**src/rtl/video_modesync_if.sv**
```systemverilog
// ----------------------------------------------------------------------------
// video_modesync_if
// Bundles the mode-request inputs and the decoded mode outputs of
// video_modesync.
//   master : drives pent_vmode, atm_vmode and frame_start; observes the outputs
//   slave  : the decoder side (video_modesync)
// Signals:
//   pent_vmode[1:0]  pentagon mode request
//   atm_vmode[2:0]   atm mode request
//   frame_start      one-clock strobe at frame start
//   mode_*           registered one-hot mode flags, pixel clock select,
//                    bandwidth code
//   mode_changed     one-clock pulse when a new mode is applied
//   mode_pending     a request differs from the applied mode or is settling
// ----------------------------------------------------------------------------
`timescale 1ns/1ps
interface video_modesync_if;
   logic [1:0] pent_vmode;
   logic [2:0] atm_vmode;
   logic       frame_start;
   logic       mode_atm_n_pent;
   logic       mode_zx;
   logic       mode_p_16c;
   logic       mode_p_hmclr;
   logic       mode_a_hmclr;
   logic       mode_a_16c;
   logic       mode_a_text;
   logic       mode_undef;
   logic       mode_pixf_14;
   logic [1:0] mode_bw;
   logic       mode_changed;
   logic       mode_pending;

   modport master (
      output pent_vmode, atm_vmode, frame_start,
      input  mode_atm_n_pent, mode_zx, mode_p_16c, mode_p_hmclr, mode_a_hmclr,
             mode_a_16c, mode_a_text, mode_undef, mode_pixf_14, mode_bw,
             mode_changed, mode_pending
   );

   modport slave (
      input  pent_vmode, atm_vmode, frame_start,
      output mode_atm_n_pent, mode_zx, mode_p_16c, mode_p_hmclr, mode_a_hmclr,
             mode_a_16c, mode_a_text, mode_undef, mode_pixf_14, mode_bw,
             mode_changed, mode_pending
   );
endinterface

```
**src/rtl/video_modesync.sv**
```systemverilog
// ----------------------------------------------------------------------------
// video_modesync
// Turns the Z80-side pent_vmode/atm_vmode register values into registered
// one-hot mode flags, a pixel-clock select and a bandwidth code. A changed
// request is applied only after it has been stable for STABLE_CYCLES clocks
// and, when SYNC_TO_FRAME=1, only on a frame_start strobe, so the video
// pipeline never sees a glitched or mid-frame mode switch.
// Ports:
//   clk  system clock
//   rst  synchronous reset, active high
//   bus  video_modesync_if.slave: requests in, decoded mode flags out
// ----------------------------------------------------------------------------
`timescale 1ns/1ps
module video_modesync #(
   parameter int          STABLE_CYCLES = 4,
   parameter int          CNT_W         = 4,
   parameter bit          SYNC_TO_FRAME = 1'b1,
   parameter logic [2:0]  RST_ATM       = 3'b011,
   parameter logic [1:0]  RST_PENT      = 2'b00
) (
   input  logic             clk,
   input  logic             rst,
   video_modesync_if.slave  bus
);

   localparam logic [4:0]       RST_MODE = {RST_ATM, RST_PENT};
   localparam logic [CNT_W-1:0] CNT_ONE  = CNT_W'(1);
   localparam logic [CNT_W-1:0] CNT_MAX  = CNT_W'(STABLE_CYCLES);

   typedef struct packed {
      logic       atm_n_pent;
      logic       zx;
      logic       p_16c;
      logic       p_hmclr;
      logic       a_hmclr;
      logic       a_16c;
      logic       a_text;
      logic       undef;
      logic       pixf_14;
      logic [1:0] bw;
   } flags_t;

   typedef enum logic [1:0] {IDLE, PENDING, ARMED} state_t;

   // Mode word layout is {atm[2:0], pent[1:0]}.
   function automatic flags_t decode(input logic [4:0] m);
      flags_t f;
      f = '0;
      case (m[4:2])
         3'b010: begin f.a_hmclr = 1'b1; f.atm_n_pent = 1'b1; f.pixf_14 = 1'b1; f.bw = 2'b01; end
         3'b000: begin f.a_16c   = 1'b1; f.atm_n_pent = 1'b1; f.bw = 2'b01; end
         3'b110: begin f.a_text  = 1'b1; f.atm_n_pent = 1'b1; f.pixf_14 = 1'b1; f.bw = 2'b01; end
         3'b011: begin
            case (m[1:0])
               2'b01:   f.p_hmclr = 1'b1;
               2'b10:   begin f.p_16c = 1'b1; f.bw = 2'b01; end
               default: f.zx = 1'b1;
            endcase
         end
         default: begin f.zx = 1'b1; f.undef = 1'b1; end
      endcase
      return f;
   endfunction

   logic [4:0]       req_p0;
   logic [4:0]       cur, cur_nx;
   logic [4:0]       cand, cand_nx;
   logic [CNT_W-1:0] cnt, cnt_nx;
   state_t           state, state_nx;
   flags_t           flags_p1, flags_nx;
   logic             changed_p1;
   logic             apply;

   always_ff @(posedge clk) begin
      if (rst) begin
         req_p0     <= RST_MODE;
         cur        <= RST_MODE;
         cand       <= RST_MODE;
         cnt        <= '0;
         state      <= IDLE;
         flags_p1   <= decode(RST_MODE);
         changed_p1 <= 1'b0;
      end else begin
         // input stage: the FSM only ever looks at the registered request
         req_p0     <= {bus.atm_vmode, bus.pent_vmode};
         cur        <= cur_nx;
         cand       <= cand_nx;
         cnt        <= cnt_nx;
         state      <= state_nx;
         // output stage: flags move only on the apply edge
         flags_p1   <= flags_nx;
         changed_p1 <= apply;
      end
   end

   always_comb begin
      state_nx = state;
      cand_nx  = cand;
      cnt_nx   = cnt;
      apply    = 1'b0;
      case (state)
         IDLE: begin
            if (req_p0 != cur) begin
               cand_nx  = req_p0;
               cnt_nx   = CNT_ONE;
               state_nx = PENDING;
            end
         end
         PENDING: begin
            if (req_p0 != cand) begin
               cand_nx = req_p0;
               cnt_nx  = CNT_ONE;
            end else if (cnt == CNT_MAX) begin
               // a request that settled back onto the applied mode is a glitch
               if (cand == cur)        state_nx = IDLE;
               else if (SYNC_TO_FRAME) state_nx = ARMED;
               else                    apply    = 1'b1;
            end else begin
               cnt_nx = cnt + CNT_ONE;
            end
         end
         ARMED: begin
            // a request change beats a simultaneous frame_start
            if (req_p0 != cand) begin
               cand_nx  = req_p0;
               cnt_nx   = CNT_ONE;
               state_nx = PENDING;
            end else if (bus.frame_start) begin
               apply = 1'b1;
            end
         end
         default: state_nx = IDLE;
      endcase
      if (apply) state_nx = IDLE;
      cur_nx   = apply ? cand : cur;
      flags_nx = apply ? decode(cand) : flags_p1;
   end

   assign bus.mode_atm_n_pent = flags_p1.atm_n_pent;
   assign bus.mode_zx         = flags_p1.zx;
   assign bus.mode_p_16c      = flags_p1.p_16c;
   assign bus.mode_p_hmclr    = flags_p1.p_hmclr;
   assign bus.mode_a_hmclr    = flags_p1.a_hmclr;
   assign bus.mode_a_16c      = flags_p1.a_16c;
   assign bus.mode_a_text     = flags_p1.a_text;
   assign bus.mode_undef      = flags_p1.undef;
   assign bus.mode_pixf_14    = flags_p1.pixf_14;
   assign bus.mode_bw         = flags_p1.bw;
   assign bus.mode_changed    = changed_p1;
   assign bus.mode_pending    = (state != IDLE);

endmodule

```
**src/flat_wrapper.sv**
```systemverilog
// flat-port wrapper written by rule: the top's interface ports become plain ports
module video_modesync_flat 
#(
   parameter int          STABLE_CYCLES = 4,
   parameter int          CNT_W         = 4,
   parameter bit          SYNC_TO_FRAME = 1'b1,
   parameter logic [2:0]  RST_ATM       = 3'b011,
   parameter logic [1:0]  RST_PENT      = 2'b00
)
  (clk, rst, bus_pent_vmode, bus_atm_vmode, bus_frame_start, bus_mode_atm_n_pent, bus_mode_zx, bus_mode_p_16c, bus_mode_p_hmclr, bus_mode_a_hmclr, bus_mode_a_16c, bus_mode_a_text, bus_mode_undef, bus_mode_pixf_14, bus_mode_bw, bus_mode_changed, bus_mode_pending);
  video_modesync_if bus_i ();
  input  logic clk;
  input  logic rst;
  input wire logic [$bits(bus_i.pent_vmode)-1:0] bus_pent_vmode;
  input wire logic [$bits(bus_i.atm_vmode)-1:0] bus_atm_vmode;
  input wire logic [$bits(bus_i.frame_start)-1:0] bus_frame_start;
  output wire logic [$bits(bus_i.mode_atm_n_pent)-1:0] bus_mode_atm_n_pent;
  output wire logic [$bits(bus_i.mode_zx)-1:0] bus_mode_zx;
  output wire logic [$bits(bus_i.mode_p_16c)-1:0] bus_mode_p_16c;
  output wire logic [$bits(bus_i.mode_p_hmclr)-1:0] bus_mode_p_hmclr;
  output wire logic [$bits(bus_i.mode_a_hmclr)-1:0] bus_mode_a_hmclr;
  output wire logic [$bits(bus_i.mode_a_16c)-1:0] bus_mode_a_16c;
  output wire logic [$bits(bus_i.mode_a_text)-1:0] bus_mode_a_text;
  output wire logic [$bits(bus_i.mode_undef)-1:0] bus_mode_undef;
  output wire logic [$bits(bus_i.mode_pixf_14)-1:0] bus_mode_pixf_14;
  output wire logic [$bits(bus_i.mode_bw)-1:0] bus_mode_bw;
  output wire logic [$bits(bus_i.mode_changed)-1:0] bus_mode_changed;
  output wire logic [$bits(bus_i.mode_pending)-1:0] bus_mode_pending;
  assign bus_i.pent_vmode = bus_pent_vmode;
  assign bus_i.atm_vmode = bus_atm_vmode;
  assign bus_i.frame_start = bus_frame_start;
  assign bus_mode_atm_n_pent = bus_i.mode_atm_n_pent;
  assign bus_mode_zx = bus_i.mode_zx;
  assign bus_mode_p_16c = bus_i.mode_p_16c;
  assign bus_mode_p_hmclr = bus_i.mode_p_hmclr;
  assign bus_mode_a_hmclr = bus_i.mode_a_hmclr;
  assign bus_mode_a_16c = bus_i.mode_a_16c;
  assign bus_mode_a_text = bus_i.mode_a_text;
  assign bus_mode_undef = bus_i.mode_undef;
  assign bus_mode_pixf_14 = bus_i.mode_pixf_14;
  assign bus_mode_bw = bus_i.mode_bw;
  assign bus_mode_changed = bus_i.mode_changed;
  assign bus_mode_pending = bus_i.mode_pending;
  video_modesync #(.STABLE_CYCLES(STABLE_CYCLES), .CNT_W(CNT_W), .SYNC_TO_FRAME(SYNC_TO_FRAME), .RST_ATM(RST_ATM), .RST_PENT(RST_PENT)) u_core (.clk(clk), .rst(rst), .bus(bus_i));
endmodule
```
**config.mk**
```make
export PLATFORM = sky130hd
export DESIGN_NAME = video_modesync_flat
export DESIGN_NICKNAME = d
export VERILOG_FILES = /design/src/rtl/video_modesync_if.sv /design/src/rtl/video_modesync.sv /design/src/flat_wrapper.sv
export SDC_FILE = /design/constraint.sdc
export NUM_CORES = 1
export LEC_CHECK = 0
export ABC_AREA = 0
export ABC_CLOCK_PERIOD_IN_PS = 1610
export CORE_MARGIN = 2
export CORE_UTILIZATION = 50
export CTS_CLUSTER_DIAMETER = 50
export CTS_CLUSTER_SIZE = 16
export DETAILED_ROUTE_END_ITERATION = 16
export HOLD_SLACK_MARGIN = 0.15
export PLACE_DENSITY = 0.73
export REMOVE_ABC_BUFFERS = 1
export SLEW_MARGIN = 20
export SYNTH_ARGS = -nofsm -noshare
export SYNTH_HDL_FRONTEND = slang
export SYNTH_SLANG_ARGS = --single-unit
export TNS_END_PERCENT = 20
```
**constraint.sdc**
```tcl
create_clock -name clk -period 1.61 [get_ports clk]
set_clock_uncertainty 0.1 [all_clocks]
set_input_delay 0.2415 -clock clk [delete_from_list [all_inputs] [get_ports clk]]
set_output_delay 0.2415 -clock clk [all_outputs]
set_load 0.01 [all_outputs]
```
==> flow_summary.json, run 1 <==
{
  "switchingPower_mw": 1.02,
  "num-nets-final": 272,
  "seqPwrFrac_pct": 32.5,
  "synthesis.instances": 189,
  "cts_hold_buf": 0,
  "rsz0062_at_grt": "true",
  "fillCellCount": 233,
  "ant_nets": 0,
  "numClockSinks": 32,
  "die_x_um": 63.3,
  "die_height_um": 63.3,
  "p_sw_share_pct": 36.5,
  "min_path_cells": 2,
  "synth-main-ff-cell": "dfxtp_1",
  "yosys.area.top_type_share_pct": 36.5,
  "hpwl_um": 3220,
  "ir_worst_vdd_uv": 821,
  "fin_ws_ns": -0.286,
  "synth.most_common_cell": "dfxtp_1",
  "final-seq-area_um2": 661,
  "viasPerCell": 5.54,
  "synth.largest_area_cell": "dfxtp_1",
  "synth-async-reset-ratio_pct": 0,
  "crit-reg2reg-launch": "u_core.cand[2]",
  "cp-end-kind": "flip-flop",
  "portBuffers": 19,
  "r2r_slack_ns": -0.29,
  "fmax_ghz": 0.527,
  "critPathMaxFanout": 4,
  "drc_errors": 0,
  "whs_ns": 0.336,
  "multi_input_area_um2": 1140,
  "min_path_type": "in -> reg",
  "slew_viol_final": 0,
  "insertion_delay_ns": 0.35,
  "finalWirelength_um": 5060,
  "grt_overflow": 0,
  "pwr-share-comb_pct": 49.6,
  "fin_crit_ns": 1.90,
  "vias": 1673,
  "violations": "setup timing",
  "first_pass_iters": 4,
  "cts_buffers": 5,
  "clk_pin_slew_ns": 0.10,
  "fin_crit_sh_pct": 118,
  "r2r_cells": 8,
  "drt-initial-drc-count": 152,
  "synth_cell_types": 52,
  "p_leak_nw": 1.14,
  "dp_slack_ns": -0.255,
  "initial_core_util_pct": 52.2,
  "hold_start": "bus_pent_vmode[1]",
  "tns_ns": -3.84,
  "syn-cell-area_um2": 1760,
  "first_global_vias": 1719,
  "worstPathRequired_ns": 1.76,
  "ys_ff_latch": 32,
  "wl_per_cell_um": 16.7,
  "diodes": 0,
  "startpoint_type": "flip-flop",
  "outcome": "complete, but fails checks",
  "htreeDepth": 2,
  "powerDensity_nw_per_um2": 1100,
  "grt_util_all_layers_pct": 26.4,
  "rows": 21,
  "seq_area_frac_synth_pct": 36.5,
  "ys.warnings.count": 0,
  "synthTopCellsByArea": "dfxtp_1, ha_1, xor2_1",
  "dieArea_um2": 4000,
  "synth_edf_count": 0,
  "cts_tree": "built",
  "internal-power_mw": 1.78,
  "path_class": "reg -> reg",
  "reg2reg_to": "u_core.cand[2]",
  "grt_start_max_net_pins": 22,
  "antenna_found_initial": 0,
  "coreArea_um2": 3360,
  "synthTopCellsByCount": "dfxtp_1, nand2_1, inv_1, nand2b_1, nor2_1",
  "hold_end": "u_core.req_p0[1]",
  "setup_viol": 27,
  "worst_ep_arrival_time_ns": 2.05,
  "place_congestion": 0.904,
  "post_synth.cell_area_avg_um2": 9.29,
  "io_pins": 21,
  "drive_above_1_share_pct": 42.6,
  "drv_cap": 0,
  "clockBufferDepth": 2,
  "grt_pass1_wl_um": 8210,
  "hold_viol_final": 0,
  "root_buffer": "clkbuf_4",
  "clock_power_share_pct": 17.9,
  "synthToLayoutAreaGrowth_pct": 45.4
}
==> how the worst max path moves through the flow <==
stage                              start             end  slack (ns)  cells after the start
after detailed placement  u_core.cand[0]  u_core.cand[2]       -0.25                      5
after global placement     u_core.cnt[1]   u_core.cnt[2]       -0.17                      8
after global routing      u_core.cand[2]  u_core.cand[2]       -0.34                      8
final                     u_core.cand[2]  u_core.cand[2]       -0.29                      8
after CTS                 u_core.cand[4]   u_core.cnt[3]       -0.20                      5
after floorplan           u_core.cand[2]   u_core.cnt[3]       -0.18                      5
==> sequential cells by signal, indices dropped and copies added, names as in the netlist <==
signal / flops
u_core.bus.mode_a_text: 1
u_core.cnt: 4
u_core.bus.mode_changed: 1
u_core.cand: 5
u_core.bus.mode_atm_n_pent: 1
u_core.bus.mode_bw: 1
u_core.state: 2
u_core.bus.mode_a_16c: 1
u_core.bus.mode_a_hmclr: 1
u_core.bus.mode_p_hmclr: 1
u_core.req_p0: 5
u_core.bus.mode_p_16c: 1
u_core.bus.mode_zx: 1
u_core.bus.mode_undef: 1
u_core.cur: 5
u_core.bus.mode_pixf_14: 1
==> metal layers <==
| layer | global-route usage (%) | vias to the layer above | part of all wire, % |
|---|---|---|---|
| met4 | 12.5 | 0 | 4.2 |
| li1 | - | 780 | - |
| met3 | 5.54 | 31 | 5.3 |
| met2 | 47.6 | 71 | 52 |
| met5 | 0 | - | 0 |
| met1 | 29.3 | 791 | 38 |
==> kinds of logic after synthesis <==
kind of cell	count (synthesis)	synth area share [%]
simple gates	77	27.2
compound gates	32	14.3
flops	32	36.5
buf+inv	19	4.98
xor+xnor	12	6.41
fa+ha+maj	9	6.41
mux	7	3.99
other cells	1	0.213
==> cell usage in the layout, fill, tap and decap left out, types with 2 or more instances in the layout <==
master,instances
a21oi_1,6
a21oi_2,2
a22o_1,2
and2_4,2
and4_1,2
buf_12,2
buf_4,41
buf_6,5
clkbuf_4,5
clkdlybuf4s50_1,15
clkinv_2,2
dfxtp_1,16
dfxtp_2,16
dlymetal6s2s_1,3
ha_1,7
ha_2,2
inv_1,9
inv_2,3
mux2i_1,6
nand2_1,14
nand2b_1,11
nand3_1,6
nand4_1,4
nor2_1,10
nor2b_1,5
nor4_2,2
o21ai_1,9
o31ai_2,2
or2_2,2
or2b_1,2
or2b_4,4
xnor2_1,2
xor2_1,8
==> power by group through the flow <==
stage          clock (mW)  combinational, mW  sequential [mW]
2_1_floorplan           0              0.588            0.935
3_3_place_gp            0               1.02            0.907
3_5_place_dp            0               1.06            0.911
4_1_cts             0.495               1.21            0.905
5_1_grt             0.547               1.48            0.917
6_report            0.500               1.39            0.911
==> through the flow <==
step	util (%)	area [um2]	total power, mW	cells
floorplan	-	1710	1.52	182
global placement	67.2	2260	1.93	285
detailed placement	67.2	2260	1.97	285
CTS	72.8	2450	2.62	299
global route	76.0	2550	2.95	302
finish	76.0	2550	2.80	302
==> worst max-delay path: stages (launching register included) <==
cell	delay, ns
dfxtp_2	0.36
nand2b_1	0.16
nand4_1	0.16
buf_4	0.16
nor3_4	0.04
buf_12	0.15
a211oi_4	0.26
buf_4	0.16
mux2i_1	0.24
==> area by class of cell <==
| class | instances | share of cell area, % |
|---|---|---|
| sequential | 32 | 25.9 |
| timing repair buffer | 66 | 23.2 |
| inverter | 12 | 1.76 |
| clock buffer | 6 | 2.01 |
| clock inverter | 2 | 0.392 |
| tap | 46 | 2.25 |
| multi-input combinational | 138 | 44.6 |
==> repair_timing <==
item	in CTS	in global routing
endpoints found under the setup margin	28	30
endpoints found under the hold margin	0	0
resized for setup	36	16
pin swaps	12	5
buffers inserted	7	3
Power figures use the tool's default switching activity.
==> inputs of run 2 (changes only) <==
Settings changed: SLEW_MARGIN 20 to 10.
==> results of run 2 <==
Same layout as run 1: the final DEF is identical, and so are final timing and power.
==> inputs of run 3 (changes only) <==
Settings changed: CORE_ASPECT_RATIO set to 0.8, HOLD_SLACK_MARGIN 0.15 to not set.
==> run 3 against run 2 <==
  * The run still ends with setup timing left
  * Utilization shrank 1.5 points
  * Maximum frequency grew 0.52%
  * Count of clock-buffer cells in the layout is the same
  * Largest power group unchanged
  * Cell area shrank 0.93%
  * Die area is essentially flat
  * Non-clock buffer count shrank 8
  * Register-to-register slack is essentially flat
  * Clock power grew 14%
  * Via count shrank 3.9%
  * Worst setup slack gained 0.0098 ns
  * Routed wire length shrank 5.1%
==> flow_summary.json, run 3 (same netlist as run 1, synthesis figures left out) <==
{
  "ant_nets": 0,
  "hold_viol_final": 0,
  "startpoint_type": "flip-flop",
  "worst_ep_arrival_time_ns": 1.97,
  "drv_cap": 0,
  "seqPwrFrac_pct": 33.0,
  "first_pass_iters": 4,
  "crit-reg2reg-launch": "u_core.cnt[0]",
  "finalWirelength_um": 4800,
  "dp_slack_ns": -0.284,
  "grt_pass1_wl_um": 6900,
  "fin_ws_ns": -0.276,
  "slew_viol_final": 0,
  "outcome": "complete, but fails checks",
  "worstPathRequired_ns": 1.69,
  "num-nets-final": 264,
  "rows": 19,
  "initial_core_util_pct": 51.7,
  "diodes": 0,
  "clk_pin_slew_ns": 0.06,
  "wl_per_cell_um": 16.6,
  "fin_crit_sh_pct": 117,
  "die_height_um": 57.0,
  "grt_start_max_net_pins": 20,
  "pwr-share-comb_pct": 46.1,
  "stdcell_area_um2": 2530,
  "htreeDepth": 2,
  "io_pins": 21,
  "first_global_vias": 1477,
  "ir_worst_vdd_uv": 699,
  "switchingPower_mw": 0.958,
  "p_leak_nw": 1.07,
  "grt_util_all_layers_pct": 22.1,
  "numClockSinks": 32,
  "clockBufferDepth": 2,
  "worstSetupStartpoint": "u_core.cnt[0]",
  "die_x_um": 70.3,
  "root_buffer": "clkbuf_8",
  "grt_overflow": 0,
  "vias": 1608,
  "cts_buffers": 5,
  "internal-power_mw": 1.78,
  "coreArea_um2": 3400,
  "viasPerCell": 5.56,
  "insertion_delay_ns": 0.28,
  "multi_input_area_um2": 1190,
  "critPathMaxFanout": 3,
  "antenna_found_initial": 0,
  "powerDensity_nw_per_um2": 1080,
  "cp.buffers_inverters": 1,
  "final_cell_mix": "buf_4, dfxtp_1, clkdlybuf4s50_1, nand2_1",
  "drt-initial-drc-count": 90,
  "setup_viol": 20,
  "crit_family": "simple AND/OR/NAND/NOR gates",
  "gr-usage-met2_pct": 34.2,
  "reg.largest.list": "u_core.cand: 5 flops, u_core.cur: 5 flops, u_core.req_p0: 5 flops",
  "synthToLayoutAreaGrowth_pct": 44.1,
  "final-seq-area_um2": 664,
  "drive_above_1_share_pct": 38.5,
  "fin_crit_ns": 1.89,
  "violations": "setup timing",
  "grt_util_met3_pct": 6.36,
  "hpwl_um": 3050,
  "fillCellCount": 234,
  "grt_busiest_layer": "met2",
  "hold_start": "u_core.bus.mode_a_text",
  "cp-end-kind": "flip-flop",
  "rsz0062_at_grt": "true",
  "dieArea_um2": 4010,
  "cts_tree": "built",
  "dpl-instance-area_um2": 2220,
  "path_cells": "inv_2, ha_4, and3b_2, a21oi_2, or4_4, and2_4, o311ai_2",
  "portBuffers": 19,
  "path_class": "reg -> reg",
  "place_congestion": 0.853,
  "cpPeakStageDelay_ns": 0.45,
  "drc_errors": 0,
  "fmax_ghz": 0.530,
  "clock_power_share_pct": 20.9,
  "min_path_type": "reg -> reg",
  "mostFrequentLayoutCell": "buf_4",
  "critical-path-slowest-cell": "or4_4",
  "p_sw_share_pct": 35.0,
  "use_met1_pct": 29.9
}
[run 3: cell count changes in the layout (fill, tap and decap cells not counted), moves of 4 or more]
cell	before	now
dfxtp_1	16	21
buf_4	41	36
clkbuf_4	5	0
dfxtp_4	0	4
clkbuf_8	1	5
dfxtp_2	16	7
[run 3: worst paths after layout]
check	cells past startpoint	end	slack, ns
max	7	u_core.cnt[3]	-0.28
min	2	u_core.bus.mode_a_text	0.35
max reg2reg	7	u_core.cnt[3]	-0.28
min reg2reg	2	u_core.bus.mode_a_text	0.35
[run 3: timing repair]
| action | 4_1_cts | 5_1_grt |
|---|---|---|
| buffers inserted | 3 | 2 |
| hold buffers | 0 | 0 |
| setup endpoints to repair | 28 | 26 |
| resized for setup | 23 | 29 |
| pin swaps | 4 | 13 |
[run 3: area by class of cell]
cell class	count	area share, %
tap	42	2.08
inverter	12	1.78
timing repair buffer	58	19.9
clock inverter	1	0.198
clock buffer	6	2.87
sequential	32	26.2
multi-input combinational	138	46.9
[run 3: per-layer routing]
metal  wire length, um  share of wire, %  vias up
met5                 0                 0        -
met4               120               2.5        0
met3               243               5.1       14
met2              2370                49       45
met1              2060                43      788
li1                  -                 -      761
[run 3: power groups by stage]
stage               registers, mW  clock network [mW]  logic [mW]
finish                      0.902               0.572        1.26
global route                0.910               0.612        1.35
global placement            0.906                   0        1.03
floorplan                   0.935                   0       0.588
CTS                         0.892               0.579        1.13
detailed placement          0.913                   0        1.06
[run 3: stage by stage]
stage	util [%]	hold slack (ns)	cells	total power, mW	TNS [ns]
2_1_floorplan	-	0.213	182	1.52	-2.57
3_3_place_gp	65.4	0.334	277	1.93	-2.75
3_5_place_dp	65.4	0.341	277	1.97	-4.45
4_1_cts	69.9	0.348	287	2.61	-2.02
5_1_grt	74.5	0.377	289	2.87	-4.12
6_report	74.5	0.350	289	2.73	-3.11
[run 3: tightest hold or removal path, delay by kind of cell (launching register included)]
kind | cells | cell delay, ns
AO/OA/AOI/OAI | 1 | 0.05
AND/OR/NAND/NOR | 1 | 0.05
flip-flops | 1 | 0.31
